<file path="config.mk">
export PLATFORM = sky130hd
export DESIGN_NAME = ram_writer
export DESIGN_NICKNAME = d
export VERILOG_FILES = /design/src/rtl/ram_writer.sv
export SDC_FILE = /design/constraint.sdc
export NUM_CORES = 1
export LEC_CHECK = 0
export ABC_AREA = 1
export BUFFER_PORTS_ARGS = -buffer_cell sky130_fd_sc_hd__buf_2
export CELL_PAD_IN_SITES_DETAIL_PLACEMENT = 0
export CELL_PAD_IN_SITES_GLOBAL_PLACEMENT = 1
export CORE_ASPECT_RATIO = 1.1
export CORE_MARGIN = 2
export CORE_UTILIZATION = 30
export CTS_CLUSTER_SIZE = 10
export DETAILED_ROUTE_END_ITERATION = 8
export GPL_TIMING_DRIVEN = 0
export PLACE_DENSITY_LB_ADDON = 0.15
export SLEW_MARGIN = 20
export SYNTH_ARGS = -nofsm -noshare
export SYNTH_HDL_FRONTEND = slang
export SYNTH_SLANG_ARGS = --single-unit
export TNS_END_PERCENT = 10
</file>
<file path="constraint.sdc">
create_clock -name clk -period 1.7 [get_ports clk]
set_input_delay 0.085 -clock clk [delete_from_list [all_inputs] [get_ports clk]]
set_output_delay 0.085 -clock clk [all_outputs]
set_load 0.05 [all_outputs]
</file>
<file path="src/rtl/ram_writer.sv">
// rtl/ram_writer.sv - packs received bytes into RAM words and writes them frame by frame
//
// Purpose:
//   Collects bytes from a serial receiver and packs each group of four into one
//   RAM word, first byte in the most significant position. Each completed word
//   is written with a single-cycle write strobe. The write address then advances
//   and wraps at the end of the frame. The wrap raises a one-cycle frame_done pulse.
//
// Ports:
//   clk        in   system clock, all state updates on its rising edge
//   rst        in   synchronous active-high reset
//   rx_data    in   [7:0] received byte, valid while rx_ready is high
//   rx_ready   in   one-cycle byte strobe
//   restart    in   synchronous frame resynchronisation (address and byte count to 0)
//   adress     out  [ADRESS_BITS-1:0] RAM write address
//   data_out   out  [RAM_WIDTH-1:0] RAM write data, held between writes
//   write_en   out  RAM write strobe, high for exactly one cycle per word
//   frame_done out  one-cycle pulse after the last word of a frame is written
//
// Priority of the inputs is rst > restart > rx_ready. All outputs come directly
// from flops.

module ram_writer #(
    parameter int RAM_WIDTH = 32,
    parameter int RAM_DEPTH = (480 * 360 * 24) / RAM_WIDTH,
    localparam int ADRESS_BITS = $clog2(RAM_DEPTH)
) (
    input  logic                   clk,
    input  logic                   rst,
    input  logic [7:0]             rx_data,
    input  logic                   rx_ready,
    input  logic                   restart,
    output logic [ADRESS_BITS-1:0] adress,
    output logic [RAM_WIDTH-1:0]   data_out,
    output logic                   write_en,
    output logic                   frame_done
);

    // Only 32-bit words are supported: three buffered bytes plus the incoming one.
    localparam logic [ADRESS_BITS-1:0] LAST_ADDR = ADRESS_BITS'(RAM_DEPTH - 1);

    typedef enum logic {
        COLLECT = 1'b0,
        WRITE   = 1'b1
    } state_e;

    state_e                 state_q;
    logic [1:0]             cnt_q;
    logic [23:0]            pack_q;
    logic [ADRESS_BITS-1:0] adress_q;
    logic [RAM_WIDTH-1:0]   data_q;
    logic                   we_q;
    logic                   fd_q;

    logic                   at_last_d;
    logic [ADRESS_BITS-1:0] adress_next_d;
    logic [RAM_WIDTH-1:0]   word_d;

    always_comb begin
        at_last_d     = (adress_q == LAST_ADDR);
        adress_next_d = at_last_d ? '0 : adress_q + ADRESS_BITS'(1);
        // The fourth byte goes straight into the word, never through pack_q.
        word_d        = {pack_q, rx_data};
    end

    always_ff @(posedge clk) begin
        if (rst) begin
            state_q  <= COLLECT;
            cnt_q    <= 2'd0;
            pack_q   <= 24'd0;
            adress_q <= '0;
            data_q   <= '0;
            we_q     <= 1'b0;
            fd_q     <= 1'b0;
        end else if (restart) begin
            // A byte arriving with restart is dropped. data_out keeps its last value.
            state_q  <= COLLECT;
            cnt_q    <= 2'd0;
            adress_q <= '0;
            we_q     <= 1'b0;
            fd_q     <= 1'b0;
        end else begin
            fd_q <= 1'b0;

            // WRITE always lasts one cycle. The address moves only after the
            // strobe, so adress/data_out stay stable while write_en is high.
            if (state_q == WRITE) begin
                state_q  <= COLLECT;
                we_q     <= 1'b0;
                adress_q <= adress_next_d;
                fd_q     <= at_last_d;
            end

            // A byte can arrive during WRITE. It is always the first byte of the
            // next word, since the fourth byte cannot come one cycle after the
            // previous fourth. So it lands in pack_q and leaves data_out alone.
            if (rx_ready) begin
                cnt_q <= cnt_q + 2'd1;
                case (cnt_q)
                    2'd0: pack_q[23:16] <= rx_data;
                    2'd1: pack_q[15:8]  <= rx_data;
                    2'd2: pack_q[7:0]   <= rx_data;
                    default: begin
                        data_q  <= word_d;
                        we_q    <= 1'b1;
                        state_q <= WRITE;
                    end
                endcase
            end
        end
    end

    assign adress     = adress_q;
    assign data_out   = data_q;
    assign write_en   = we_q;
    assign frame_done = fd_q;

endmodule

</file>
# --- Yosys cells after proc, flatten, opt, wreduce, memory -nomap -nowiden ---
# Cells that the tools add are included.
word_totals:
  register_bits: 78
  in_bits: 12
  output_inout_bits: 51
  wordCells: 32
classes:
  n_addsub: 2
  n_eq_ne: 3
  muxes: 5
  bitwise: 4
  n_reduce_logical: 9
op_table:
  columns: ["operator", "n"]
  rows:
  - ["$add 17x1->17 const B", 1]
  - ["$eq 17x17->1 const B", 1]
  - ["$mux 17", 1]
  - ["$reduce_and 3->1", 4]
  - ["$reduce_or 3->1", 3]
  - ["$mux 1", 4]
  - ["$not 1->1", 4]
  - ["$add 2x1->2 const B", 1]
  - ["$eq 2x1->1 const B", 1]
  - ["$eq 2x2->1 const B", 1]
  - ["$logic_not 2->1", 1]
  - ["$reduce_or 2->1", 1]

# --- Depth between registers and ports, before layout ---
depth:
  word_depth: 4
  mapped_depth: 8
  mapped_depth_nobuf: 8

# --- Worst setup path after synthesis ---
# Ideal clock, no wire load.
synth_path:
  path_type: "register to register"
  from: "reg adress_q[0], in the netlist adress[0]"
  to: "reg adress_q[10], in the netlist adress[10]"
  setup_time_ns: 0.118
  arrival_ns: 1.506
  t_required_ns: 1.582
  path_slack_ns: 0.076
  path_stages_with_launch: 9
  path_buffers: 0
  synth_period_minus_slack_ns: 1.624
  path_cell_list: "dfxtp_1 > ha_1 > nand2_2 > nor2_4 > nand2_4 > nor2_1 > nand2_1 > nand2_1 > nor2_1"
synth_between:
  elab_chain_cells: 2
  elab_cells_between_ends: 3
  cone_classes: "add/sub (1); eq/ne (1); mux (1)"
synth_rtl:
  columns: ["item", "line", "rtl"]
  rows:
  - ["start, declared", "50", "logic [ADRESS_BITS-1:0] adress_q;"]
  - ["start signal, assigned", "90", "adress_q <= adress_next_d;"]
  - ["$add 17x1->17 / $eq 17x17->1 (equally long branches)", "61, 60", null]
  - ["$mux 17 (*)", "61", "adress_next_d = at_last_d ? '0 : adress_q + ADRESS_BITS'(1);"]
# Every way passes the cells marked *; elsewhere a longest branch is shown, timed or not.
# A chain may end at the register's enable or synchronous reset.

# --- Final worst setup path ---
layout_path:
  from: "reg adress_q[7], in the netlist adress[7]"
  to: "reg adress_q[15], in the netlist adress[15]"
# The elaborated chain is that of the path after synthesis.

==> results.md <==
- Fin nets: 465
- Number of diodes: 0
- TritonCTS clock tree: built
- Hold Fails Final Rpt: 0
- Row count: 39
- Initial Util: 0.306
- Max H-tree Level: 3
- Synth async-reset ratio: 0
- Post-Synthesis Net Count: 393
- Via/cell ratio: 4.35
- Placed wire-length estimate: 5650 um
- # resized after CTS: 0
- Final Wtd Congestion: 0.744
- Total Power: 3.80 mW
- PwrDens: 967 nW/um2
- #FFs+latches synth: 78
- First-pass GRT wire length: 12700 um
- Hold crit path type: in2reg
- Syn_area_per_cell: 8.42 um2
- Share of cells above drive strength 1: 0.254
- ANT nets after route: 0
- Cell area after synthesis: 3160 um2
- Clock Path Buffers: 2
- Max-capacitance violation count: 0
- Finished Layout Cells: 596
- Post-synth EDFFs: 0
- Period utilisation layout: 0.842
- Fin. max-slew vios: 0
- WL per Instance: 13.1 um
- Crit path time final: 1.43 ns
- Slew @ Worst Pin: 0.481 ns
- IO Port Bufs: 61
- 1st-iter DRT viols: 102
- Area grow syn2layout: 24.3%
- Gr ovfl total: 0
- Critical path capture point type: flop
- CTS Buf Count: 9
- Die height: 112 um
- Die extent in x: 102 um
- Part of the Yosys area used for sequential elements: 0.493
- Slew headroom: 0.679
- Setup repair bufs after CTS: 0
- Type of origin of the critical path: flop
- Cells after DPL: 580
- Die Area: 11400 um2
- Maximum clock rate: 698 MHz
- Vias in the first global route: 2422
- # clock sinks: 78
- CTS Root Cell: clkbuf_16
- Top_reg_cell synth: dfxtp_1
- Vias: 2590
- Total GRT Usage: 0.143
- Area leader, netlist: dfxtp_1
- Number of remaining DRC errors: 0
- Routed Wire Length: 7790 um
- Critical path type: reg2reg
- Hold buffers post-CTS: 0
- Clock edge transition at the registers on the reported setup and hold paths: 0.06 ns
- Cell with the most instances after synthesis: nor2_1
- Post-synth top cells: nor2_1, dfxtp_1, nand2_1
- Initial antenna violation count: 0
- Hold Slack: 0.0515 ns
- Finish-stage setup viols: 0
- DRT Pass-1 Iters: 4
- Synth cell types: 27
- Clock Latency Late Sink: 0.33 ns
- Leak pwr: 1.54 nW
- Share of the synthesized area in the top cell type: 0.493
- RSZ-0062 raised after global routing: no
- Yosys warns: 0
- Io pins: 63
- Core Area: 10300 um2
- Max VDD drop: 546 uV
- Largest net degree at the start of global routing: 15
- CP Max Fanout: 6
- CP arrival: 1.66 ns
- Final Skew: 0.00947 ns
- Final TNS setup: 0 ns
- Status: finished, final reports clean
- Largest cells by area after synthesis: dfxtp_1, nor2_1, a211oi_1
- WP data required: 1.93 ns
- Mapped Cells: 376
==> placed cells by master, fill, tap and decap left out, types with 2 or more instances in the layout <==
master      synthesis  routed
dfxtp_1            78      78
nand3_2             4       4
xor2_1              5       5
nand2_1            55      55
nor2_4              2       2
nand4_1             4       4
clkbuf_16           0       9
nor2_1             85      85
a211oi_1           38      38
xnor2_1             4       4
buf_6               6       6
o21ai_1             3       3
nand3_1             3       3
buf_1               2       2
ha_1                5       5
clkinvlp_4          0       3
clkbuf_1            2       2
buf_2               7      68
o21bai_1            4       4
nor2_2              3       3
a21oi_1            12      12
inv_1              36      36
nand2_2             5       5
a211oi_2            8       8
==> final cells by class <==
cell class	count	area [um2]
clock inverters	6	45.0
plain buffers	17	118
fillers	1109	6410
clock buffers	10	239
well taps	143	179
flip-flops and latches	78	1560
inverters	38	143
repair buffers	61	305
multi-input cells	243	1340
==> routing by layer <==
metal  part of all wire  global-route usage
met4              0.012              0.0480
met2               0.42               0.205
met1               0.51               0.207
met5                  0                   0
met3              0.057              0.0364
==> worst paths after layout <==
kind,from,to,slack [ns],depth (start not counted)
hold / removal,rx_ready,cnt_q[1],0.05,3
setup reg to reg,adress[7],adress[15],0.27,7
setup / recovery,adress[7],adress[15],0.27,7
hold reg to reg,pack_q[2],pack_q[2],0.46,2
==> critical path, stage by stage, from the launching register on <==
cell and delay [ns]:
dfxtp_1 0.46, nand2_1 0.14, nor2_1 0.32, nand2_1 0.13, nor2_1 0.13, nand2_1 0.05, nand2_1 0.07, nor2_2 0.03
==> flip-flops by register name (all words and copies together) (netlist names) <==
name	flops
cnt_q	2
frame_done	1
data_out	32
write_en	1
pack_q	24
adress	17
state_q	1
==> stage by stage <==
| step | area [um2] | worst slack [ns] | utilization |
|---|---|---|---|
| CTS | 3930 | 0.266 | 0.380 |
| finish | 3930 | 0.268 | 0.380 |
| detailed placement | 3650 | 0.271 | 0.353 |
| floorplan | 3160 | 0.0757 | - |
| global placement | 3650 | 0.302 | 0.353 |
| global route | 3930 | 0.0786 | 0.380 |
==> logic make-up after synthesis <==
family                     after synthesis  synth area share
adders and majority gates                5            0.0198
xor gates and xnor gates                 9            0.0249
buffers and inverters                   55            0.0822
DFF                                     78             0.493
muxes                                    1           0.00316
AOI/OAI and AO/OA                       66             0.159
and+or+nand+nor                        162             0.218
==> report_power, final <==
| part | leakage (nW) | switching [mW] | internal (mW) |
|---|---|---|---|
| Sequential | 0.630 | 0.00689 | 1.85 |
| Combinational | 0.776 | 0.0983 | 0.0400 |
| Clock | 0.131 | 0.774 | 1.03 |
| Total | 1.54 | 0.879 | 2.92 |
No activity file was read; power rests on OpenSTA's default activity.
